**src/rtl/rbuf_pkg.sv**
```systemverilog
// Shared constants and pointer-wrap helper for the ring buffer FIFO.
package rbuf_pkg;

    localparam int unsigned RBUF_WIDTH = 8;
    localparam int unsigned RBUF_DEPTH = 10;

    // Explicit wrap at depth-1 so non-power-of-2 depths work
    function automatic int unsigned next_ptr(input int unsigned ptr, input int unsigned depth);
        return (ptr == depth - 32'd1) ? 32'd0 : ptr + 32'd1;
    endfunction

endpackage : rbuf_pkg

```
**src/rtl/ring_buffer_fifo_if.sv**
```systemverilog
// Push/pop handshake, clear and status bundle of the ring buffer FIFO.
interface ring_buffer_fifo_if
    import rbuf_pkg::*;
#(
    parameter int unsigned WIDTH = RBUF_WIDTH,
    parameter int unsigned DEPTH = RBUF_DEPTH
);
    localparam int unsigned CW = $clog2(DEPTH + 1);

    logic             clr_i;
    logic             push_i;
    logic [WIDTH-1:0] wr_data_i;
    logic             pop_i;
    logic [WIDTH-1:0] rd_data_o;
    logic             rd_valid_o;
    logic             full_o;
    logic             empty_o;
    logic [CW-1:0]    count_o;
    logic             overflow_o;
    logic             underflow_o;

    modport master (
        output clr_i, push_i, wr_data_i, pop_i,
        input  rd_data_o, rd_valid_o, full_o, empty_o, count_o, overflow_o, underflow_o
    );

    modport slave (
        input  clr_i, push_i, wr_data_i, pop_i,
        output rd_data_o, rd_valid_o, full_o, empty_o, count_o, overflow_o, underflow_o
    );

endinterface : ring_buffer_fifo_if

```
**src/rtl/rbuf_wrap_ctr.sv**
```systemverilog
// Slot pointer counting 0..DEPTH-1 and wrapping explicitly back to 0.
module rbuf_wrap_ctr
    import rbuf_pkg::*;
#(
    parameter  int unsigned DEPTH = RBUF_DEPTH,
    localparam int unsigned AW    = $clog2(DEPTH)
) (
    input  logic          clk,
    input  logic          rst_n,
    input  logic          clr_i,
    input  logic          inc_i,
    output logic [AW-1:0] ptr_o
);

    logic [AW-1:0] r_ptr;

    always_ff @(posedge clk) begin
        if (!rst_n) begin
            r_ptr <= '0;
        end else if (clr_i) begin
            r_ptr <= '0;
        end else if (inc_i) begin
            r_ptr <= AW'(next_ptr(32'(r_ptr), DEPTH));
        end
    end

    assign ptr_o = r_ptr;

endmodule : rbuf_wrap_ctr

```
**src/rtl/ring_buffer_fifo.sv**
```systemverilog
// Parametrised circular sample buffer with push/pop handshake, status and error pulses.
// Build option RBUF_OVERWRITE_EN: push while full drops the oldest word instead of being rejected.
module ring_buffer_fifo
    import rbuf_pkg::*;
#(
    parameter int unsigned WIDTH = RBUF_WIDTH,
    parameter int unsigned DEPTH = RBUF_DEPTH
) (
    input  logic               clk,
    input  logic               rst_n,
    ring_buffer_fifo_if.slave  bus
);

    localparam int unsigned AW = $clog2(DEPTH);
    localparam int unsigned CW = $clog2(DEPTH + 1);

    logic [WIDTH-1:0] r_mem [0:DEPTH-1];
    logic [WIDTH-1:0] r_rd_data;
    logic             r_rd_valid;
    logic             r_overflow;
    logic             r_underflow;
    logic [CW-1:0]    r_count;

    logic [AW-1:0]    w_wr_ptr;
    logic [AW-1:0]    w_rd_ptr;
    logic             w_full;
    logic             w_empty;
    logic             w_pop_ok;
    logic             w_push_ok;
    logic             w_overflow;
    logic             w_underflow;
    logic             w_drop_oldest;
    logic             w_wr_inc;
    logic             w_rd_inc;
    logic [CW-1:0]    w_count_nxt;

    assign w_full      = (r_count == CW'(DEPTH));
    assign w_empty     = (r_count == '0);
    assign w_pop_ok    = bus.pop_i && !w_empty;
    // A pop from a full buffer frees the slot the push needs in the same cycle
    assign w_push_ok   = bus.push_i && (!w_full || w_pop_ok);
    assign w_overflow  = bus.push_i && w_full && !bus.pop_i;
    assign w_underflow = bus.pop_i && w_empty;

`ifdef RBUF_OVERWRITE_EN
    assign w_drop_oldest = w_overflow;
`else
    assign w_drop_oldest = 1'b0;
`endif

    assign w_wr_inc = w_push_ok || w_drop_oldest;
    assign w_rd_inc = w_pop_ok || w_drop_oldest;

    always_comb begin
        w_count_nxt = r_count;
        if (w_push_ok && !w_pop_ok) begin
            w_count_nxt = r_count + CW'(1);
        end else if (w_pop_ok && !w_push_ok) begin
            w_count_nxt = r_count - CW'(1);
        end
    end

    rbuf_wrap_ctr #(.DEPTH(DEPTH)) u_wr_ctr (
        .clk   (clk),
        .rst_n (rst_n),
        .clr_i (bus.clr_i),
        .inc_i (w_wr_inc),
        .ptr_o (w_wr_ptr)
    );

    rbuf_wrap_ctr #(.DEPTH(DEPTH)) u_rd_ctr (
        .clk   (clk),
        .rst_n (rst_n),
        .clr_i (bus.clr_i),
        .inc_i (w_rd_inc),
        .ptr_o (w_rd_ptr)
    );

    // Storage is never reset; writes are suppressed during reset and clear
    always_ff @(posedge clk) begin
        if (rst_n && !bus.clr_i && w_wr_inc) begin
            r_mem[w_wr_ptr] <= bus.wr_data_i;
        end
    end

    always_ff @(posedge clk) begin
        if (!rst_n) begin
            r_count     <= '0;
            r_rd_data   <= '0;
            r_rd_valid  <= 1'b0;
            r_overflow  <= 1'b0;
            r_underflow <= 1'b0;
        end else if (bus.clr_i) begin
            r_count     <= '0;
            r_rd_valid  <= 1'b0;
            r_overflow  <= 1'b0;
            r_underflow <= 1'b0;
        end else begin
            r_count     <= w_count_nxt;
            r_rd_valid  <= w_pop_ok;
            r_overflow  <= w_overflow;
            r_underflow <= w_underflow;
            if (w_pop_ok) begin
                r_rd_data <= r_mem[w_rd_ptr];
            end
        end
    end

    assign bus.rd_data_o   = r_rd_data;
    assign bus.rd_valid_o  = r_rd_valid;
    assign bus.full_o      = w_full;
    assign bus.empty_o     = w_empty;
    assign bus.count_o     = r_count;
    assign bus.overflow_o  = r_overflow;
    assign bus.underflow_o = r_underflow;

endmodule : ring_buffer_fifo

```
**src/flat_wrapper.sv**
```systemverilog
// flat-port wrapper written by rule: the top's interface ports become plain ports
module ring_buffer_fifo_flat import rbuf_pkg::*;
#(
    parameter int unsigned WIDTH = RBUF_WIDTH,
    parameter int unsigned DEPTH = RBUF_DEPTH
)
  (clk, rst_n, bus_clr_i, bus_push_i, bus_wr_data_i, bus_pop_i, bus_rd_data_o, bus_rd_valid_o, bus_full_o, bus_empty_o, bus_count_o, bus_overflow_o, bus_underflow_o);
  ring_buffer_fifo_if #(.WIDTH(WIDTH), .DEPTH(DEPTH)) bus_i ();
  input  logic clk;
  input  logic rst_n;
  input wire logic [$bits(bus_i.clr_i)-1:0] bus_clr_i;
  input wire logic [$bits(bus_i.push_i)-1:0] bus_push_i;
  input wire logic [$bits(bus_i.wr_data_i)-1:0] bus_wr_data_i;
  input wire logic [$bits(bus_i.pop_i)-1:0] bus_pop_i;
  output wire logic [$bits(bus_i.rd_data_o)-1:0] bus_rd_data_o;
  output wire logic [$bits(bus_i.rd_valid_o)-1:0] bus_rd_valid_o;
  output wire logic [$bits(bus_i.full_o)-1:0] bus_full_o;
  output wire logic [$bits(bus_i.empty_o)-1:0] bus_empty_o;
  output wire logic [$bits(bus_i.count_o)-1:0] bus_count_o;
  output wire logic [$bits(bus_i.overflow_o)-1:0] bus_overflow_o;
  output wire logic [$bits(bus_i.underflow_o)-1:0] bus_underflow_o;
  assign bus_i.clr_i = bus_clr_i;
  assign bus_i.push_i = bus_push_i;
  assign bus_i.wr_data_i = bus_wr_data_i;
  assign bus_i.pop_i = bus_pop_i;
  assign bus_rd_data_o = bus_i.rd_data_o;
  assign bus_rd_valid_o = bus_i.rd_valid_o;
  assign bus_full_o = bus_i.full_o;
  assign bus_empty_o = bus_i.empty_o;
  assign bus_count_o = bus_i.count_o;
  assign bus_overflow_o = bus_i.overflow_o;
  assign bus_underflow_o = bus_i.underflow_o;
  ring_buffer_fifo #(.WIDTH(WIDTH), .DEPTH(DEPTH)) u_core (.clk(clk), .rst_n(rst_n), .bus(bus_i));
endmodule
```
**config.mk**
```make
export PLATFORM = sky130hd
export DESIGN_NAME = ring_buffer_fifo_flat
export DESIGN_NICKNAME = d
export VERILOG_FILES = /design/src/rtl/rbuf_pkg.sv /design/src/rtl/ring_buffer_fifo_if.sv /design/src/rtl/rbuf_wrap_ctr.sv /design/src/rtl/ring_buffer_fifo.sv /design/src/flat_wrapper.sv
export SDC_FILE = /design/constraint.sdc
export NUM_CORES = 1
export LEC_CHECK = 0
export ABC_AREA = 1
export CAP_MARGIN = 0
export CORE_MARGIN = 4
export CORE_UTILIZATION = 61
export CTS_CLUSTER_SIZE = 30
export DETAILED_ROUTE_END_ITERATION = 7
export DONT_BUFFER_PORTS = 1
export GPL_TIMING_DRIVEN = 0
export PLACE_DENSITY = 0.85
export SYNTH_ARGS = -nofsm -noshare
export SYNTH_HDL_FRONTEND = slang
export SYNTH_SLANG_ARGS = --single-unit
```
**constraint.sdc**
```tcl
create_clock -name clk -period 2.3 [get_ports clk]
set_input_delay 0.23 -clock clk [delete_from_list [all_inputs] [get_ports clk]]
set_output_delay 0.23 -clock clk [all_outputs]
set_load 0.02 [all_outputs]
```
==> run metrics <==
Final TNS setup=0 ns; I/O Pins=30; Worst-Skew Late Latency=0.36 ns; WHS=~0.03 ns; Layout area overhead=10.5%; first-pass GRT wire length=roughly 15 mm; CP max FO=6; # Max-Cap Violations=0; root buf cell=clkbuf_8; mux cell area share after synthesis=0%; Mapped Area=between 4000 and 5000 um^2; Max Clock Skew=0.00958 ns; share of post-route cells with drive strength above 1=11.6%; Net count, final=roughly 490; Main synth FF type=edfxtp_1; VDD IR-drop max=roughly 0.00034 V; Net Count, Synth=~460; footprint of the multi-input gates=1300 um^2; logic gate share of total power=about a tenth; outcome=finished clean; pwr/cell area=728 nW/um^2; # DRC=0; LEAKAGE=approximately 2.0 nW; switching part of the total=24.8%; CP endpoint kind=flip-flop; startpoint types=flip-flop; synth cell count leaders=nand2_1 (101), edfxtp_1 (80), nor2_1 (56), inv_1 (47), nand3_1 (46); # rows=30; clock tree sinks=approximately 100; Yosys top cell by area=edfxtp_1; WP data required=~2.6 ns; final slew viol count=0; #FFs+latches synth=about 100; via count=3168; Total GRT Usage=between 20% and 30%; top-count cell post-synth=nand2_1; CTS tree=built; H-tree depth=3; asr flop ratio synth=0%; ANT nets after route=0; first drt pass iteration count=5; total CTS buffers=9; Synth Area in XOR/XNOR=0.590%; register area share after synthesis=64.3%; die area=8730 um^2; initial DRC count=between 300 and 400; Die Y-Extent=~93 um; DR WL/cell=16.7 um; Synth Warn #=0; critical setup path kind=reg2reg; Reg area=2870 um^2; I/O Buffers=0; core area=about 7000 um^2; Yosys top cell area share=roughly 54%; Tightest Pin Transition=0.876 ns; internal power=approximately 0.0027 W; Post-Syn Area per Cell=a little over 10 um^2; clk slew on worst S/H paths=approximately 0.09 ns; Post-synth EDFFs=80; unrepaired setup endpoints after global routing=true; HP Class=in2reg; HPWL Detailed=6.51 mm; clock group share of total power=30.9%; Post-Synth Adder-Cell Area=~1.3%; largest net degree at the start of global routing=17; Max Clock Freq=about 450 MHz; ratio of final minimum period to clock period=96.3%; register share of total power=between 50% and 60%; via/cell ratio=about 5.6; final wirelength=between 9 and 10 mm; Fill cells=between 400 and 500; clock buffer depth=2; Starting Density=64.1%; Final min period=~2.2 ns; largest family of logic cells by synthesized area=simple AND/OR/NAND/NOR gates; Data arrival, critical path=approximately 2.5 ns; Synth Area in Simple Gates=about 22%; routability cong.=around 0.9; setup violators final=0; synth top area cells=edfxtp_1 (54%), dfxtp_1 (10%), nand2_1 (8.5%); Yosys cell types=31; chip width=roughly 93 um; final-report hold violation count=0; Syn Inst Count=approximately 440; Synth Area in Compound Gates=between 5 and 6%; Remaining Overflow, GRT=0; initial antenna violation count=0; Diodes inserted=0; vias in the first global route=3050; max_slew headroom=around two fifths; P_sw=0.000887 W
area by class of cell:
class                   instances  area share, %
plain buffers                  15           1.83
clock buffers                  12           2.95
clock inverters                 4          0.941
inverters                      53           4.09
multi-input cells             270           26.5
flip-flops and latches        103           58.3
well taps                      96           2.44
repair buffers                 16           2.95
path summary, 6_finish.rpt:
path / from / to / slack [ns] / cells after the start
hold reg to reg: u_core.u_wr_ctr.ptr_o[1]$_SDFFE_PP0P_ / u_core.u_wr_ctr.ptr_o[2]$_SDFFE_PP0P_ / 0.52 / 2
setup / recovery: u_core.bus.count_o[0]$_SDFFE_PP0P_ / u_core.bus.count_o[3]$_SDFFE_PP0P_ / 0.08 / 12
hold / removal: bus_clr_i / u_core.bus.overflow_o$_SDFF_PP0_ / 0.03 / 3
setup reg to reg: u_core.bus.count_o[0]$_SDFFE_PP0P_ / u_core.bus.count_o[3]$_SDFFE_PP0P_ / 0.08 / 12
kinds of logic (layout without fill, tap and decap cells):
group | after synthesis | count (layout)
simple gates | 218 | 218
flops | 103 | 103
buf+inv | 68 | 100
compound gates | 45 | 45
fa+ha+maj | 4 | 4
xor+xnor | 3 | 3
worst max-delay path, stage by stage (launching register included):
cell     delay, ns
dfxtp_2       0.41
nor2_2        0.18
nand3_2       0.19
nand2_4       0.16
ha_1          0.19
inv_2         0.07
ha_1          0.33
a21oi_1       0.21
nand2_1       0.08
o21ai_0       0.09
nand2_1       0.08
nand2_1       0.06
a21oi_1       0.05
sequential cells by signal, summed over array words and instances (netlist names):
signal / flops
u_core.bus.count_o: 4
u_core.bus.overflow_o: 1
u_core.u_rd_ctr.ptr_o: 4
u_core.bus.rd_data_o: 8
u_core.bus.rd_valid_o: 1
u_core.u_wr_ctr.ptr_o: 4
u_core.bus.underflow_o: 1
u_core.r_mem: 80
power by group through the flow:
stage	Sequential [W]	Combinational, W	Clock, W
2_1_floorplan	0.00213	0.000239	0
3_3_place_gp	0.00214	0.000299	0
3_5_place_dp	0.00214	0.000314	0
4_1_cts	0.00210	0.000349	0.00112
5_1_grt	0.00210	0.000419	0.00120
6_report	0.00210	0.000378	0.00111
metrics by stage:
step / cell area (um^2) / instances / worst slack [ns] / utilization, % / power, W
after detailed placement: 4570 / 537 / -0.151 / 65.8 / 0.00245
after global routing: 4920 / 569 / -0.0375 / 70.8 / 0.00373
after floorplan: 4450 / 441 / 0.238 / - / 0.00237
after global placement: 4570 / 537 / -0.00731 / 65.8 / 0.00244
final: 4920 / 569 / 0.0850 / 70.8 / 0.00358
after CTS: 4870 / 563 / 0.0138 / 70.1 / 0.00357
placed cells by master (no fill, tap or decap), types with 3 or more instances in the layout:
master and n:
dlygate4sd3_1 10, buf_2 9, nand3_1 46, o211ai_1 4
clkbuf_1 3, a21oi_1 24, ha_1 3, nand2_1 101
inv_2 5, xor2_1 3, dfxtp_2 4, nor2_1 55
edfxtp_1 80, dfxtp_1 19, o21ai_0 16, inv_1 46
buf_4 10, clkbuf_8 10
layer usage:
metal	GRT usage [%]	share of wire (%)	vias up
met3	4.02	8.7	24
met2	37.1	48	145
met1	32.5	41	1487
met5	0	0	-
met4	11.8	2.5	0
li1	-	-	1512
what timing repair did:
| item | 4_1_cts | 5_1_grt |
|---|---|---|
| setup endpoints to repair | 9 | 1 |
| endpoints found under the hold margin | 82 | 0 |
| buffers inserted | 0 | 6 |
| pin swaps | 0 | 2 |
| hold buffers | 10 | 0 |
| resized for setup | 3 | 4 |
(Power assumes the default switching activity.)
